File: config.mk
export PLATFORM = sky130hd
export DESIGN_NAME = udp_tx_encap_flat
export DESIGN_NICKNAME = d
export VERILOG_FILES = /design/src/rtl/udp_tx_encap_if.sv /design/src/rtl/udp_tx_encap.sv /design/src/flat_wrapper.sv
export SDC_FILE = /design/constraint.sdc
export NUM_CORES = 1
export LEC_CHECK = 0
export BUFFER_PORTS_ARGS = -buffer_cell sky130_fd_sc_hd__buf_2
export CAP_MARGIN = 30
export CORE_MARGIN = 4
export CORE_UTILIZATION = 48
export CTS_CLUSTER_SIZE = 10
export DETAILED_ROUTE_END_ITERATION = 8
export PLACE_DENSITY = 0.8
export SYNTH_ARGS = -nofsm -noshare
export SYNTH_HDL_FRONTEND = slang
export SYNTH_SLANG_ARGS = --single-unit
File: constraint.sdc
create_clock -name clk -period 3.9 [get_ports clk]
set_input_delay 0.39 -clock clk [delete_from_list [all_inputs] [get_ports clk]]
set_output_delay 0.39 -clock clk [all_outputs]
set_load 0.02 [all_outputs]
File: src/rtl/udp_tx_encap_if.sv
// Signal bundle between the user UDP TX side, the encapsulation stage and the IPv4 TX side.
interface udp_tx_encap_if;
  // User side: header plus payload byte stream
  logic        udp_tx_start;
  logic [31:0] udp_tx_dst_ip_addr;
  logic [15:0] udp_tx_dst_port;
  logic [15:0] udp_tx_src_port;
  logic [15:0] udp_tx_data_length;
  logic [15:0] udp_tx_checksum;
  logic [7:0]  udp_tx_data_out;
  logic        udp_tx_data_out_valid;
  logic        udp_tx_data_out_last;
  logic        udp_tx_data_out_ready;
  logic [1:0]  udp_tx_result;
  // IPv4 side: transmit request plus datagram byte stream
  logic        ip_tx_start;
  logic [7:0]  ip_tx_protocol;
  logic [15:0] ip_tx_data_length;
  logic [31:0] ip_tx_dst_ip_addr;
  logic [7:0]  ip_tx_data_out;
  logic        ip_tx_data_out_valid;
  logic        ip_tx_data_out_last;
  logic        ip_tx_data_out_ready;
  logic [1:0]  ip_tx_result;

  // Encapsulation stage view
  modport slave (
    input  udp_tx_start, udp_tx_dst_ip_addr, udp_tx_dst_port, udp_tx_src_port,
    input  udp_tx_data_length, udp_tx_checksum, udp_tx_data_out, udp_tx_data_out_valid,
    input  udp_tx_data_out_last, ip_tx_data_out_ready, ip_tx_result,
    output udp_tx_data_out_ready, udp_tx_result, ip_tx_start, ip_tx_protocol,
    output ip_tx_data_length, ip_tx_dst_ip_addr, ip_tx_data_out, ip_tx_data_out_valid,
    output ip_tx_data_out_last
  );

  // Environment view: drives the user side and the IPv4 ready/result
  modport master (
    output udp_tx_start, udp_tx_dst_ip_addr, udp_tx_dst_port, udp_tx_src_port,
    output udp_tx_data_length, udp_tx_checksum, udp_tx_data_out, udp_tx_data_out_valid,
    output udp_tx_data_out_last, ip_tx_data_out_ready, ip_tx_result,
    input  udp_tx_data_out_ready, udp_tx_result, ip_tx_start, ip_tx_protocol,
    input  ip_tx_data_length, ip_tx_dst_ip_addr, ip_tx_data_out, ip_tx_data_out_valid,
    input  ip_tx_data_out_last
  );
endinterface

File: src/rtl/udp_tx_encap.sv
// UDP transmit encapsulation: latches the user header, requests an IPv4 send,
// emits the 8-byte UDP header and then passes the payload straight through.
module udp_tx_encap #(
  parameter logic [7:0]  PROTOCOL_UDP = 8'h11,
  parameter int unsigned MAX_DATA_LEN = 65507
) (
  input  logic          clk,
  input  logic          reset,
  udp_tx_encap_if.slave bus
);
  localparam logic [1:0] StIdle     = 2'd0;
  localparam logic [1:0] StSendHdr  = 2'd1;
  localparam logic [1:0] StSendData = 2'd2;
  localparam logic [1:0] StDone     = 2'd3;

  localparam logic [1:0] ResNone    = 2'd0;
  localparam logic [1:0] ResSending = 2'd1;
  localparam logic [1:0] ResErr     = 2'd2;
  localparam logic [1:0] ResSent    = 2'd3;
  localparam logic [1:0] IpTxErr    = 2'd2;

  logic [1:0]  state_q, state_d;
  logic [2:0]  hdr_cnt_q, hdr_cnt_d;
  logic [15:0] pay_cnt_q, pay_cnt_d;
  logic [1:0]  result_q, result_d;
  logic [15:0] src_port_q, src_port_d;
  logic [15:0] dst_port_q, dst_port_d;
  logic [15:0] data_len_q, data_len_d;
  logic [15:0] checksum_q, checksum_d;
  logic [15:0] udp_len_q, udp_len_d;
  logic [31:0] dst_ip_q, dst_ip_d;
  logic [7:0]  protocol_q, protocol_d;

  logic        ip_err, len_ok, cnt_at_end, data_last, ip_xfer;
  logic        ip_start, ip_valid, ip_last, usr_ready;
  logic [7:0]  ip_data, hdr_byte;

  // A downstream error only matters while a frame is in flight
  assign ip_err     = ((state_q == StSendHdr) || (state_q == StSendData)) &&
                      (bus.ip_tx_result == IpTxErr);
  assign len_ok     = 32'(bus.udp_tx_data_length) <= MAX_DATA_LEN;
  assign cnt_at_end = pay_cnt_q == (data_len_q - 16'd1);
  assign data_last  = cnt_at_end || bus.udp_tx_data_out_last;
  assign ip_xfer    = ip_valid && bus.ip_tx_data_out_ready;

  // Header byte selected by hdr_cnt, network byte order
  always_comb begin
    hdr_byte = 8'h00;
    case (hdr_cnt_q)
      3'd0:    hdr_byte = src_port_q[15:8];
      3'd1:    hdr_byte = src_port_q[7:0];
      3'd2:    hdr_byte = dst_port_q[15:8];
      3'd3:    hdr_byte = dst_port_q[7:0];
      3'd4:    hdr_byte = udp_len_q[15:8];
      3'd5:    hdr_byte = udp_len_q[7:0];
      3'd6:    hdr_byte = checksum_q[15:8];
      default: hdr_byte = checksum_q[7:0];
    endcase
  end

  // Output stream: header from registers, payload as a zero-latency pass-through
  always_comb begin
    ip_start  = 1'b0;
    ip_valid  = 1'b0;
    ip_last   = 1'b0;
    ip_data   = 8'h00;
    usr_ready = 1'b0;
    case (state_q)
      StSendHdr: if (!ip_err) begin
        ip_valid = 1'b1;
        ip_start = hdr_cnt_q == 3'd0;
        ip_data  = hdr_byte;
        ip_last  = (hdr_cnt_q == 3'd7) && (data_len_q == 16'd0);
      end
      StSendData: if (!ip_err) begin
        ip_data   = bus.udp_tx_data_out;
        ip_valid  = bus.udp_tx_data_out_valid;
        usr_ready = bus.ip_tx_data_out_ready;
        ip_last   = bus.udp_tx_data_out_valid && data_last;
      end
      default: ;
    endcase
  end

  // Frame sequencing, header latch and status
  always_comb begin
    state_d    = state_q;
    hdr_cnt_d  = hdr_cnt_q;
    pay_cnt_d  = pay_cnt_q;
    result_d   = result_q;
    src_port_d = src_port_q;
    dst_port_d = dst_port_q;
    data_len_d = data_len_q;
    checksum_d = checksum_q;
    udp_len_d  = udp_len_q;
    dst_ip_d   = dst_ip_q;
    protocol_d = protocol_q;
    case (state_q)
      StIdle: if (bus.udp_tx_start) begin
        if (len_ok) begin
          src_port_d = bus.udp_tx_src_port;
          dst_port_d = bus.udp_tx_dst_port;
          data_len_d = bus.udp_tx_data_length;
          checksum_d = bus.udp_tx_checksum;
          udp_len_d  = bus.udp_tx_data_length + 16'd8;
          dst_ip_d   = bus.udp_tx_dst_ip_addr;
          protocol_d = PROTOCOL_UDP;
          hdr_cnt_d  = 3'd0;
          result_d   = ResSending;
          state_d    = StSendHdr;
        end else begin
          result_d = ResErr;
        end
      end
      StSendHdr: begin
        if (ip_err) begin
          result_d = ResErr;
          state_d  = StIdle;
        end else if (ip_xfer) begin
          hdr_cnt_d = hdr_cnt_q + 3'd1;
          if (hdr_cnt_q == 3'd7) begin
            if (data_len_q == 16'd0) begin
              result_d = ResSent;
              state_d  = StDone;
            end else begin
              pay_cnt_d = 16'd0;
              state_d   = StSendData;
            end
          end
        end
      end
      StSendData: begin
        if (ip_err) begin
          result_d = ResErr;
          state_d  = StIdle;
        end else if (ip_xfer) begin
          pay_cnt_d = pay_cnt_q + 16'd1;
          if (data_last) begin
            // Length and upstream last must agree, otherwise the frame is bad
            result_d = (cnt_at_end && bus.udp_tx_data_out_last) ? ResSent : ResErr;
            state_d  = StDone;
          end
        end
      end
      default: state_d = StIdle;
    endcase
  end

  // State registers, all cleared by asynchronous reset
  always_ff @(posedge clk or posedge reset) begin
    if (reset) begin
      state_q    <= StIdle;
      hdr_cnt_q  <= 3'd0;
      pay_cnt_q  <= 16'd0;
      result_q   <= ResNone;
      src_port_q <= 16'd0;
      dst_port_q <= 16'd0;
      data_len_q <= 16'd0;
      checksum_q <= 16'd0;
      udp_len_q  <= 16'd0;
      dst_ip_q   <= 32'd0;
      protocol_q <= 8'd0;
    end else begin
      state_q    <= state_d;
      hdr_cnt_q  <= hdr_cnt_d;
      pay_cnt_q  <= pay_cnt_d;
      result_q   <= result_d;
      src_port_q <= src_port_d;
      dst_port_q <= dst_port_d;
      data_len_q <= data_len_d;
      checksum_q <= checksum_d;
      udp_len_q  <= udp_len_d;
      dst_ip_q   <= dst_ip_d;
      protocol_q <= protocol_d;
    end
  end

  assign bus.udp_tx_data_out_ready = usr_ready;
  assign bus.udp_tx_result         = result_q;
  assign bus.ip_tx_start           = ip_start;
  assign bus.ip_tx_protocol        = protocol_q;
  assign bus.ip_tx_data_length     = udp_len_q;
  assign bus.ip_tx_dst_ip_addr     = dst_ip_q;
  assign bus.ip_tx_data_out        = ip_data;
  assign bus.ip_tx_data_out_valid  = ip_valid;
  assign bus.ip_tx_data_out_last   = ip_last;
endmodule

File: src/flat_wrapper.sv
// flat-port wrapper written by rule: the top's interface ports become plain ports
module udp_tx_encap_flat 
#(
  parameter logic [7:0]  PROTOCOL_UDP = 8'h11,
  parameter int unsigned MAX_DATA_LEN = 65507
)
  (clk, reset, bus_udp_tx_start, bus_udp_tx_dst_ip_addr, bus_udp_tx_dst_port, bus_udp_tx_src_port, bus_udp_tx_data_length, bus_udp_tx_checksum, bus_udp_tx_data_out, bus_udp_tx_data_out_valid, bus_udp_tx_data_out_last, bus_ip_tx_data_out_ready, bus_ip_tx_result, bus_udp_tx_data_out_ready, bus_udp_tx_result, bus_ip_tx_start, bus_ip_tx_protocol, bus_ip_tx_data_length, bus_ip_tx_dst_ip_addr, bus_ip_tx_data_out, bus_ip_tx_data_out_valid, bus_ip_tx_data_out_last);
  udp_tx_encap_if bus_i ();
  input  logic clk;
  input  logic reset;
  input wire logic [$bits(bus_i.udp_tx_start)-1:0] bus_udp_tx_start;
  input wire logic [$bits(bus_i.udp_tx_dst_ip_addr)-1:0] bus_udp_tx_dst_ip_addr;
  input wire logic [$bits(bus_i.udp_tx_dst_port)-1:0] bus_udp_tx_dst_port;
  input wire logic [$bits(bus_i.udp_tx_src_port)-1:0] bus_udp_tx_src_port;
  input wire logic [$bits(bus_i.udp_tx_data_length)-1:0] bus_udp_tx_data_length;
  input wire logic [$bits(bus_i.udp_tx_checksum)-1:0] bus_udp_tx_checksum;
  input wire logic [$bits(bus_i.udp_tx_data_out)-1:0] bus_udp_tx_data_out;
  input wire logic [$bits(bus_i.udp_tx_data_out_valid)-1:0] bus_udp_tx_data_out_valid;
  input wire logic [$bits(bus_i.udp_tx_data_out_last)-1:0] bus_udp_tx_data_out_last;
  input wire logic [$bits(bus_i.ip_tx_data_out_ready)-1:0] bus_ip_tx_data_out_ready;
  input wire logic [$bits(bus_i.ip_tx_result)-1:0] bus_ip_tx_result;
  output wire logic [$bits(bus_i.udp_tx_data_out_ready)-1:0] bus_udp_tx_data_out_ready;
  output wire logic [$bits(bus_i.udp_tx_result)-1:0] bus_udp_tx_result;
  output wire logic [$bits(bus_i.ip_tx_start)-1:0] bus_ip_tx_start;
  output wire logic [$bits(bus_i.ip_tx_protocol)-1:0] bus_ip_tx_protocol;
  output wire logic [$bits(bus_i.ip_tx_data_length)-1:0] bus_ip_tx_data_length;
  output wire logic [$bits(bus_i.ip_tx_dst_ip_addr)-1:0] bus_ip_tx_dst_ip_addr;
  output wire logic [$bits(bus_i.ip_tx_data_out)-1:0] bus_ip_tx_data_out;
  output wire logic [$bits(bus_i.ip_tx_data_out_valid)-1:0] bus_ip_tx_data_out_valid;
  output wire logic [$bits(bus_i.ip_tx_data_out_last)-1:0] bus_ip_tx_data_out_last;
  assign bus_i.udp_tx_start = bus_udp_tx_start;
  assign bus_i.udp_tx_dst_ip_addr = bus_udp_tx_dst_ip_addr;
  assign bus_i.udp_tx_dst_port = bus_udp_tx_dst_port;
  assign bus_i.udp_tx_src_port = bus_udp_tx_src_port;
  assign bus_i.udp_tx_data_length = bus_udp_tx_data_length;
  assign bus_i.udp_tx_checksum = bus_udp_tx_checksum;
  assign bus_i.udp_tx_data_out = bus_udp_tx_data_out;
  assign bus_i.udp_tx_data_out_valid = bus_udp_tx_data_out_valid;
  assign bus_i.udp_tx_data_out_last = bus_udp_tx_data_out_last;
  assign bus_i.ip_tx_data_out_ready = bus_ip_tx_data_out_ready;
  assign bus_i.ip_tx_result = bus_ip_tx_result;
  assign bus_udp_tx_data_out_ready = bus_i.udp_tx_data_out_ready;
  assign bus_udp_tx_result = bus_i.udp_tx_result;
  assign bus_ip_tx_start = bus_i.ip_tx_start;
  assign bus_ip_tx_protocol = bus_i.ip_tx_protocol;
  assign bus_ip_tx_data_length = bus_i.ip_tx_data_length;
  assign bus_ip_tx_dst_ip_addr = bus_i.ip_tx_dst_ip_addr;
  assign bus_ip_tx_data_out = bus_i.ip_tx_data_out;
  assign bus_ip_tx_data_out_valid = bus_i.ip_tx_data_out_valid;
  assign bus_ip_tx_data_out_last = bus_i.ip_tx_data_out_last;
  udp_tx_encap #(.PROTOCOL_UDP(PROTOCOL_UDP), .MAX_DATA_LEN(MAX_DATA_LEN)) u_core (.clk(clk), .reset(reset), .bus(bus_i));
endmodule
* Word-level counts from Yosys, hierarchy flattened
Cells that the tools add are included.
** Word-level totals
- RAM bits :: 0
- Bits in read-only memories :: 0
- Memories kept :: 0
- Latch bits :: 0
- Flip-flop bits (word level) :: 136
- Input port bits :: 112
** Cells by class
- Muxes and demuxes :: 47
- Multiply operators :: 0
- Reduce and logical (&&, ||, !) cells :: 18
- Divide/modulo/power cells :: 0
- Equality and inequality tests :: 24
- Shifts and indexed selects :: 0
- Add/sub/neg operators :: 4
- Bitwise gates (word level) :: 0
- Magnitude comparators :: 1
** Operators by type and width (count)
- two-way mux 16 bit :: 6
- case mux 8 bit (7 select lines) :: 1
- two-way mux 2 bit :: 17
- case mux 16 bit (2 select lines) :: 1
- adder 16 x 1 -> 16 bit (second input constant) :: 1
- adder 16 x 4 -> 16 bit (second input constant) :: 1
- equality test 16 bit :: 1
- <= comparator 16 bit (second input constant) :: 1
- logical NOT 16 bit :: 1
- two-way mux 8 bit :: 2
- case mux 8 bit (2 select lines) :: 1
- subtractor 16 x 1 -> 16 bit (second input constant) :: 1
- AND reduction 7 bit :: 2
- equality test 3 bit (second input constant) :: 4
- two-way mux 3 bit :: 4
- case mux 2 bit (3 select lines) :: 2
- two-way mux 1 bit :: 10
- inequality test 2 bit (second input constant) :: 5
- inequality test 3 x 1 -> 1 bit (second input constant) :: 3
- equality test 3 x 2 -> 1 bit (second input constant) :: 2
- inequality test 2 x 1 -> 1 bit (second input constant) :: 3
- inequality test 3 x 2 -> 1 bit (second input constant) :: 2
- case mux 3 bit (2 select lines) :: 1
- AND reduction 6 bit :: 1
- other kinds (13) :: 21

* Logic depth before layout (Yosys ltp)
- Word-level depth :: 9
- Depth in mapped cells :: 12
- Depth with buffers taken out :: 9

* Worst setup path before layout
No wires, ideal clock.
- Path kind :: register to output
- From :: reg, netlist name u_core.bus.ip_tx_data_length[0]
- To :: out bus_ip_tx_data_out_last
- Arrival :: 2.884 ns
- Stages on the path, launching flop included :: 12
- Path buffers :: 2
- Setup slack :: 0.626 ns
- Cell sequence :: dfrtp_1 buf_6 inv_1 ha_1 buf_2 nor3b_2 nand4_1 xnor2_1 a2111o_1 or4_4 a21o_1 a21oi_1
** RTL lines
- end, declared :: line flat_wrapper.sv:30 : output wire logic [$bits(bus_i.ip_tx_data_out_last)-1:0] bus_ip_tx_data_out_last;

==> metrics.txt <==
status=finished clean; clock share of power=22.3%; synthesis-to-layout area growth=23.6%; Ys Warns=0; Routability Congestion=0.895; mux cell area share after synthesis=16.9%; Worst-Margin Slew=843 ps; Synth cell types=61; largest net degree at the start of global routing=124; CP max FO=8; Req. time, crit path=3510 ps; Initial Util=49.6%; EDFF count, synth=0; Filler cells=1170; Synth Area in Compound Gates=13.4%; Hold/Removal Path Class=primary input to async pin; I/O Pins=182; top_reg_cell synth=dfrtp_1; Synth Cell Area=6930 um2; endpoints failing setup=0; Crit-path slowest cell=or4_4; Max Fclk=269 MHz; CTS Buf Count=17; area of the multi-input gates=3360 um2; Sw Ratio=39.9%; Syn Area/Cell=10.9 um2; register share of total power=35.0%; Core ar.=14000 um2; Sum Neg Setup Slack=0 ps; crit path cell chain=inv_1, ha_4, nor3b_4, nand4_1, xnor2_1, a2111o_1, or4_4, a21o_1, a21oi_1, buf_2; Gate power share=42.6%; Clock Tree Root=clkbuf_16; # diodes=0; adder-cell share of the synthesized area=2.35%; synthesis-stage register bit count=133; initial antenna violation count=1; Final WS setup=189 ps; Max clock buf depth=2; Layout Nets=928; Net Sw Power=2810 uW; overall power=7050 uW; static leakage=0.00379 uW; commonest non-fill, non-tap cell in the layout=buf_2; CP Data Arrival Time=3320 ps; critical path's top delay family=simple AND/OR/NAND/NOR gates; internal power=4240 uW; # hold bufs at CTS=0; wire length per cell=19.2 um; Synth Area in Simple Gates=11.3%; Worst-path clk slew=70 ps; XOR/XNOR share of the synthesized area=3.86%; worst relative slew slack=43.3%; delay of the slowest cell on the worst path=530 ps; Post-Syn Instances=635; DRT Pass-1 Iters=7; pins over their slew limit=0; vias in the first global route=5875; Die Span Y=128 um; CP Class=flop to primary output; clock latency on the worst-skew pair=420 ps; CTS HTree Levels=4; Die ar.=16400 um2; initial DRC count=406; worst-case clock skew=9.61 ps; Worst Path Buf+Inv=2; MaxCap Viol Count=0; PortBufs=175; GR Util All Layers=24.0%; crit path time final=3710 ps; most frequent cells in the layout=buf_2, dfrtp_1, mux2_2, nor2_1, o21ai_0; dpl ws=342 ps; CP Depth=10; CP endpoint kind=primary output; via count=5797; WL final=19100 um; Fin. Hold Viols=0; largest family of logic cells by synthesized area=multiplexers; final core occ=61.2%; sequential cell area=3330 um2; HPWL Detailed=13800 um; FFs w/ async S/R, synth=100%; Die Span X=128 um; number of remaining DRC errors=0; PD cells=823 nW/um2; CTS tree=done; Peak VDD IR=527 uV; share of layout cells above drive strength 1=40.9%; worst r2r path cells=9; vias per cell=5.82; Min Hold Slack=105 ps; GR Overflow Total=0; CP Launch Type=flop; Final period util=95.2%; register area share after synthesis=48.0%; post-route ant nets=0; first-pass GRT wire length=30600 um; # rows=43; CTS Sinks=133
## path summary, 6_finish.rpt
kind	start	to	slack, ps
worst max-delay path	u_core.bus.ip_tx_data_length[1]	bus_ip_tx_data_out_last	190
worst min-delay path	reset	u_core.src_port_q[9]	100
worst max register to register	u_core.bus.ip_tx_data_length[1]	u_core.state_q[0]	870
worst min register to register	u_core.bus.udp_tx_result[0]	u_core.bus.udp_tx_result[0]	500
max in group asynchronous	reset	u_core.checksum_q[11]	2850
min in group clk	bus_udp_tx_dst_ip_addr[14]	u_core.bus.ip_tx_dst_ip_addr[14]	190
## per-stage QoR
step,instance area (um2),instances
3_5_place_dp,7950,962
6_report,8570,996
4_1_cts,8550,996
5_1_grt,8570,996
3_3_place_gp,7950,962
2_1_floorplan,6950,640
## area by class of cell
class,count,share of cell area [%]
Clock inverter,14,1.65
Sequential cell,133,38.8
Multi-Input combinational cell,443,39.2
Tap cell,180,2.63
Clock buffer,18,5.13
Inverter,20,0.920
Timing Repair Buffer,188,11.7
## Yosys cell counts, types with 3 or more instances
cell / instances / area, um2
a22oi_1: 7 / 52.6
o21ai_0: 37 / 185
a21oi_1: 27 / 135
xor2_1: 13 / 114
a222oi_1: 7 / 70.1
a21o_1: 3 / 22.5
nor4_1: 4 / 25.0
ha_1: 13 / 163
a221oi_1: 11 / 96.3
nand4_1: 9 / 56.3
o31ai_1: 9 / 67.6
or2_2: 3 / 18.8
o41ai_1: 4 / 35.0
and3_1: 7 / 43.8
nor2b_1: 5 / 31.3
a22o_1: 5 / 43.8
nand3_1: 23 / 115
clkbuf_1: 30 / 113
and2_1: 4 / 25.0
a31oi_1: 6 / 37.5
nor2_1: 47 / 176
nor3_1: 5 / 25.0
mux2_2: 100 / 1130
a211oi_1: 4 / 30.0
inv_1: 19 / 71.3
nand2_1: 32 / 120
dfrtp_1: 133 / 3330
xnor2_1: 15 / 131
buf_4: 11 / 82.6
## registers in the layout (all words and copies together), names as in the netlist, 3 cells and up
name	flops
u_core.bus.ip_tx_dst_ip_addr	32
u_core.bus.ip_tx_data_length	16
u_core.checksum_q	16
u_core.dst_port_q	16
u_core.pay_cnt_q	16
u_core.src_port_q	16
u_core.data_len_q	13
u_core.hdr_cnt_q	3
## routing by layer
metal  global-route usage, %  part of all wire [%]
met1                    30.0                    40
met2                    38.4                    48
met3                    7.88                   8.9
met4                    9.49                   2.9
met5                       0                  0.10
## logic make-up after synthesis
logic type,after synthesis
AOI/OAI and AO/OA,138
xor gates and xnor gates,29
adders and majority gates,13
buffers and inverters,64
DFF,133
muxes,104
other,1
and+or+nand+nor,153
## power by group through the flow
stage | registers [uW] | logic (uW) | clock network (uW)
after floorplan | 2650 | 1860 | 0
after global placement | 2450 | 2890 | 0
after detailed placement | 2480 | 2960 | 0
after CTS | 2460 | 2990 | 1600
after global routing | 2550 | 3270 | 1670
final | 2470 | 3010 | 1580
## what timing repair did
item | CTS | global route
setup endpoints to repair | 1 | 1
buffers inserted | 2 | 0
gates cloned | 0 | 0
gates resized for setup | 1 | 2
Note: power is estimated with default switching activity, not from simulation.
